<file path="src/rtl/um_operand_fetch.sv">
// Operand fetch sequencer: reads A/B/C from the register bank, emits an operand bundle, performs writebacks.
// Latency: bundle valid 1 + n*(1+READ_WAIT) cycles after the instr handshake; a writeback strobes the following cycle.
// Backpressure: bundle held in EMIT until op_ready; instr/wb only accepted in IDLE, wb taking priority.
package um_operand_fetch_pkg;
    typedef struct packed {
        logic [31:0] data;
        logic [2:0]  sel;
        logic        mode;
    } reg_in_bus_t;
endpackage

module um_operand_fetch
    import um_operand_fetch_pkg::*;
#(
    parameter int READ_WAIT = 1
) (
    input  logic        clk,
    input  logic        reset,
    input  logic        instr_valid,
    output logic        instr_ready,
    input  logic [31:0] instr,
    output logic        op_valid,
    input  logic        op_ready,
    output logic [3:0]  op_code,
    output logic [2:0]  op_a_sel,
    output logic [31:0] op_ra,
    output logic [31:0] op_rb,
    output logic [31:0] op_rc,
    input  logic        wb_valid,
    output logic        wb_ready,
    input  logic [2:0]  wb_sel,
    input  logic [31:0] wb_data,
    output reg_in_bus_t reg_out,
    input  logic [31:0] reg_q
);

    localparam int CW = (READ_WAIT < 1) ? 1 : $clog2(READ_WAIT + 1);

    typedef enum logic [2:0] {IDLE, RD_A, RD_B, RD_C, EMIT, WR} state_t;

    state_t        state;
    state_t        state_nxt;
    logic [CW-1:0] cnt;
    logic          rd_last;
    logic [2:0]    sel_b;
    logic [2:0]    sel_c;
    logic [1:0]    rd_bc;
    logic [2:0]    wr_sel;
    logic [31:0]   wr_data;
    logic          is_orth;

    // {A,B,C} read set of an opcode
    function automatic logic [2:0] read_set(input logic [3:0] op);
        case (op)
            4'd0, 4'd2:                                return 3'b111;
            4'd1, 4'd3, 4'd4, 4'd5, 4'd6, 4'd12:       return 3'b011;
            4'd8, 4'd9, 4'd10:                         return 3'b001;
            default:                                   return 3'b000;
        endcase
    endfunction

    function automatic state_t first_from(input logic [2:0] set);
        if (set[2])      return RD_A;
        else if (set[1]) return RD_B;
        else if (set[0]) return RD_C;
        else             return EMIT;
    endfunction

    assign rd_last = (cnt == CW'(READ_WAIT));
    assign is_orth = (instr[31:28] == 4'd13);

    always_ff @(posedge clk) begin
        if (reset) begin
            state    <= IDLE;
            cnt      <= '0;
            op_code  <= '0;
            op_a_sel <= '0;
            sel_b    <= '0;
            sel_c    <= '0;
            rd_bc    <= '0;
            op_ra    <= '0;
            op_rb    <= '0;
            op_rc    <= '0;
            wr_sel   <= '0;
            wr_data  <= '0;
        end else begin
            state <= state_nxt;
            if ((state == RD_A || state == RD_B || state == RD_C) && !rd_last)
                cnt <= cnt + 1'b1;
            else
                cnt <= '0;
            case (state)
                IDLE: begin
                    if (wb_valid) begin
                        wr_sel  <= wb_sel;
                        wr_data <= wb_data;
                    end else if (instr_valid) begin
                        if (is_orth) begin
                            wr_sel  <= instr[27:25];
                            wr_data <= {7'b0, instr[24:0]};
                        end else begin
                            op_code  <= instr[31:28];
                            op_a_sel <= instr[8:6];
                            sel_b    <= instr[5:3];
                            sel_c    <= instr[2:0];
                            rd_bc    <= read_set(instr[31:28]) & 3'b011;
                            op_ra    <= '0;
                            op_rb    <= '0;
                            op_rc    <= '0;
                        end
                    end
                end
                RD_A: if (rd_last) op_ra <= reg_q;
                RD_B: if (rd_last) op_rb <= reg_q;
                RD_C: if (rd_last) op_rc <= reg_q;
                default: ;
            endcase
        end
    end

    always_comb begin
        state_nxt = state;
        unique case (state)
            IDLE: begin
                if (wb_valid)
                    state_nxt = WR;
                else if (instr_valid)
                    state_nxt = is_orth ? WR : first_from(read_set(instr[31:28]));
            end
            RD_A:    if (rd_last) state_nxt = first_from({1'b0, rd_bc});
            RD_B:    if (rd_last) state_nxt = first_from({2'b0, rd_bc[0]});
            RD_C:    if (rd_last) state_nxt = EMIT;
            EMIT:    if (op_ready) state_nxt = IDLE;
            WR:      state_nxt = IDLE;
            default: state_nxt = IDLE;
        endcase
    end

    always_comb begin
        reg_out     = '0;
        op_valid    = 1'b0;
        wb_ready    = 1'b0;
        instr_ready = 1'b0;
        unique case (state)
            IDLE: begin
                wb_ready    = 1'b1;
                instr_ready = !wb_valid;
            end
            RD_A: reg_out.sel = op_a_sel;
            RD_B: reg_out.sel = sel_b;
            RD_C: reg_out.sel = sel_c;
            EMIT: op_valid = 1'b1;
            WR: begin
                reg_out.data = wr_data;
                reg_out.sel  = wr_sel;
                reg_out.mode = 1'b1;
            end
            default: ;
        endcase
    end

endmodule
</file>
<file path="config.mk">
export PLATFORM = sky130hd
export DESIGN_NAME = um_operand_fetch
export DESIGN_NICKNAME = d
export VERILOG_FILES = /design/src/rtl/um_operand_fetch.sv
export SDC_FILE = /design/constraint.sdc
export NUM_CORES = 1
export LEC_CHECK = 0
export CAP_MARGIN = 5
export CORE_MARGIN = 1
export CORE_UTILIZATION = 40
export CTS_BUF_LIST = sky130_fd_sc_hd__clkbuf_8
export DETAILED_ROUTE_END_ITERATION = 10
export GPL_ROUTABILITY_DRIVEN = 0
export PLACE_DENSITY_LB_ADDON = 0.15
export REMOVE_ABC_BUFFERS = 1
export SETUP_SLACK_MARGIN = 0.5
export SLEW_MARGIN = 30
export SYNTH_ARGS = -nofsm -noshare
export SYNTH_HDL_FRONTEND = slang
export SYNTH_SLANG_ARGS = --single-unit
</file>
<file path="constraint.sdc">
create_clock -name clk -period 1.4 [get_ports clk]
set_input_delay 0.21 -clock clk [delete_from_list [all_inputs] [get_ports clk]]
set_output_delay 0.21 -clock clk [all_outputs]
set_load 0.03 [all_outputs]
</file>
Word level (Yosys, flattened, before mapping)
Memories as Yosys holds them, arrays and structs flattened. A register that Yosys moved wholly into a read port is not among the register bits.
Cells that the tools add are included.

cells by class
  muxes and demuxes = 35
  reductions and logical operators = 18
  add/sub/neg operators = 1
  equal/unequal tests = 14
  bitwise operators = 3

operators with widths
  kind                                                             count
  32-bit two-way mux                                               8
  32-bit one-hot mux with 2 select lines                           3
  3-bit two-way mux                                                18
  5-bit AND reduction                                              4
  3-bit one-hot mux with 5 select lines                            1
  2-bit != test, second input constant                             7
  3-bit one-hot mux with 4 select lines                            1
  2-bit nonzero test                                               5
  3-bit by 2-bit == test with 1-bit output, second input constant  2
  3-bit == test, second input constant                             2
  4-bit == test, second input constant                             1
  1-bit two-way mux                                                4
  4-bit AND reduction                                              1
  3-bit by 1-bit == test with 1-bit output, second input constant  1
  3-bit zero test                                                  1
  3-bit != test, second input constant                             1
  1-bit NOT                                                        3
  3-bit AND reduction                                              1
  1-bit zero test                                                  2
  1-bit logical OR                                                 2
  2-bit OR reduction                                               1
  1-bit adder, second input constant                               1
  1-bit logical AND                                                1

storage, ports and cells
  bits in read-only memories = 96
  memories kept = 2
  bits in registers = 148
  output and inout port bits = 142
  word-level logic and storage cells = 84

memories
  memory            depth  bits a word  rd ports  clocked after Yosys merged registers in  write ports  RTL line  RTL
  (name not given)  16     3            1         0                                        0            54        case (op)
  (name not given)  16     3            1         1                                        0            54

Logic depth before layout (Yosys ltp)
An unclocked memory read counts as a cell.

  word-level depth = 11
  gate-level depth with buffers = 7
  mapped depth without buffers = 5

Worst setup path before layout
Ideal clock, no wire load.

  kind = register -> output
  start = register state[1]
  end = output port reg_out[2] (netlist name)
  cell stages (with the launch flop) = 6
  arrival = 1.774 ns
  slack = -0.584 ns
  data required time = 1.190 ns
  path through = dfxtp_1 buf_2 clkbuf_1 nor2b_1 a22oi_1 o21ai_0

RTL lines
  element                   RTL line  RTL
  start: declaration        41        state_t state;
  start signal: assignment  87        state <= state_nxt;
  end: declaration          33        output reg_in_bus_t reg_out,

==> results by group <==
Finish
  – Share of layout cells above drive strength 1: 0.576
  – Area growth syn-to-layout: 88.5%
  – FILL cells: 915
  – Final Cell Area: 11,300 µm²
  – Most common cell after layout, fill and taps aside: buf_6
  – Multi-input gate area: 3260 µm²
  – Antenna fix cells: 0
  – Total Nets Final: 1,038
  – Commonest cells after routing, fill and taps aside: buf_6 (167), dfxtp_2 (102), clkdlybuf4s50_1 (101)
  – Core Util, Final: 0.776
  – Final cell count without fillers: 1,131
  – Register area: 3150 µm²

Synth
  – Ys async rst share: 0
  – Simple-gate share of the synthesized area: 0.107
  – EDFF count, synth: 0
  – Mapped Cells: 606
  – Top_reg_cell synth: dfxtp_1
  – Register area share after synthesis: 0.500
  – Compound-Gate Fraction of Synth Area: 0.270
  – Post-Synth XOR/XNOR Area: 0
  – YS warnings: 0
  – Mux contribution to synthesized area: 0.0704
  – Syn_area_per_cell: 9.91 µm²
  – Post-synthesis register bit count: 150
  – Synth Area in Adders: 0
  – Post-synth cell types: 45
  – Largest family of logic cells by synthesized area: compound AO/OA/AOI/OAI gates
  – Post-Syn Area: 6010 µm²

Setup path
  – Crit Path Class: flip-flop to output pin
  – Nature of the critical path startpoint: flip-flop
  – Max FO, Critical Path: 21
  – CP endpoint kind: output pin
  – CP arrival: 1700 ps
  – Worst EP required: 1190 ps

Min path
  – Worst Hold Class: input port to flip-flop

Timing
  – Final hold violation count: 0
  – Max-slew violation count: 0
  – Final worst-path cycle share: 1.37
  – Slew margin rel.: 0.562
  – RSZ-0062 raised after global routing: true
  – Fmax: 523 MHz
  – Slew @ Worst Pin: 658 ps
  – Setup ws final: -511 ps
  – Hold WS: 34.8 ps
  – Clk_skew: 13.2 ps
  – Final setup viols: 187
  – Tmin final: 1910 ps

Global route
  – Initial antenna violation count: 0
  – GRT Residual Overflow: 0
  – Global Route Usage Sum: 0.273
  – First-pass GRT wire length: 33,400 µm
  – Largest net degree at the start of global routing: 44
  – Vias in the first global route: 6,237

Power and ir drop
  – Pleak: 0.00472 µW
  – Comb power frac: 0.333
  – Power Dens Cells: 1100 nW/µm²
  – Total power: 12,500 µW
  – Clock power share: 0.288
  – Fraction of power spent switching nets: 0.327
  – Max IR drop VDD: 0.000660 V
  – Sw power: 4080 µW
  – Internal: 8380 µW
  – Seq pwr share: 0.380

CTS
  – Clock slew at reported path FFs: 80 ps
  – CTS Buffer Depth: 2
  – Clock Root Buffer: clkbuf_8
  – CTS tree: built
  – Total CTS buffers: 17
  – Clock Latency Late Sink: 460 ps
  – Sink Count: 150
  – CTS H-tree depth: 4

Detailed routing
  – Routed length per instance: 20.8 µm
  – Via count: 6,334
  – First DRT Iteration DRCs: 329
  – Post-route ant nets: 0
  – DR pass1 iterations: 4
  – Final WL: 23,600 µm
  – DR DRC count: 0
  – Via density: 5.60

Placed design
  – IO buf count: 245
  – Inst Count DP: 1,020
  – Placed inst area: 8820 µm²
  – Dpl hpwl: 12,700 µm

Job
  – Max_cap viols: 0

Floorplanning
  – Die height: 125 µm
  – I/O pins: 246
  – Core footprint: 14,600 µm²
  – Die area: 15,500 µm²
  – Initial cell density of the core: 0.412
  – Cell row count: 44
  – Die W: 125 µm

Outcome
  – Failing checks: negative setup slack
  – Status: complete, but fails checks
[synth_stat cells (4+ instances only)]
| cell | count | area, µm² |
|---|---|---|
| a211oi_1 | 8 | 60.1 |
| a211oi_2 | 21 | 263 |
| a21oi_1 | 71 | 355 |
| a22o_1 | 71 | 622 |
| and3_1 | 34 | 213 |
| buf_2 | 16 | 80.1 |
| buf_6 | 5 | 56.3 |
| clkbuf_1 | 37 | 139 |
| dfxtp_1 | 150 | 3000 |
| mux2i_1 | 40 | 400 |
| nand2_1 | 44 | 165 |
| nor2_1 | 18 | 67.6 |
| nor2b_1 | 5 | 31.3 |
| nor3_1 | 4 | 20.0 |
| o21ai_0 | 37 | 185 |
[layout make-up]
type / instances / area share
Tap cell: 184 / 0.0203
Sequential cell: 150 / 0.278
Clock buffer: 17 / 0.0207
Multi-Input combinational cell: 390 / 0.288
Clock inverter: 15 / 0.0165
Timing Repair Buffer: 372 / 0.375
Inverter: 3 / 0.00144
[final timing paths]
path | startpoint | to | slack [ps] | cells past startpoint
max reg2reg | state[1] | wr_data[5] | -360 | 10
min reg2reg | op_rc[15] | op_rc[15] | 470 | 2
max | state[1] | reg_out[10] | -510 | 6
min | reset | op_code[0] | 30 | 2
[flip-flops by register name (all words and copies together), names as in the netlist]
| register | flops |
|---|---|
| wr_data | 32 |
| sel_c | 3 |
| sel_b | 3 |
| op_rc | 32 |
| rd_bc | 2 |
| cnt | 1 |
| op_rb | 32 |
| state | 3 |
| op_a_sel | 3 |
| op_ra | 32 |
| wr_sel | 3 |
| op_code | 4 |
[power groups by stage]
stage	Combinational (µW)	Clock, µW	Sequential (µW)
after floorplan	957	0	4870
after global placement	2330	0	4730
after detailed placement	2390	0	4740
after CTS	3550	3610	4690
after global routing	4320	3840	4750
final	4140	3590	4730
[critical path, stage by stage, from the launching register on]
cell	delay, ps
dfxtp_2	340
buf_6	130
nor2b_4	110
buf_6	150
buf_12	160
and3_1	210
buf_6	140
[metrics by stage]
stage	setup WS, ps	TNS, ps
after floorplan	-1490	-223310
after global placement	-483	-64260
after detailed placement	-533	-69160
after CTS	-475	-34330
after global routing	-587	-60540
final	-511	-50300
[cells by family (layout without fill, tap and decap cells)]
| kind of cell | Yosys count | count (layout) |
|---|---|---|
| compound gates | 226 | 226 |
| buf+inv | 66 | 407 |
| flops | 150 | 150 |
| mux | 42 | 42 |
| simple gates | 122 | 122 |
[repair_timing]
| action | in CTS | in global routing |
|---|---|---|
| pin swaps | 32 | 80 |
| gates cloned | 12 | 5 |
| endpoints found under the setup margin | 292 | 292 |
| hold buffers | 0 | 0 |
| buffers inserted | 25 | 37 |
| resized for setup | 945 | 131 |
[routing by layer]
| layer | up-vias | global-route usage | routed length [µm] |
|---|---|---|---|
| met1 | 3184 | 0.326 | 9770 |
| li1 | 2884 | - | - |
| met5 | - | 0 | 0 |
| met4 | 0 | 0.119 | 695 |
| met3 | 48 | 0.0619 | 1080 |
| met2 | 218 | 0.468 | 12000 |
Power figures use the tool's default switching activity.
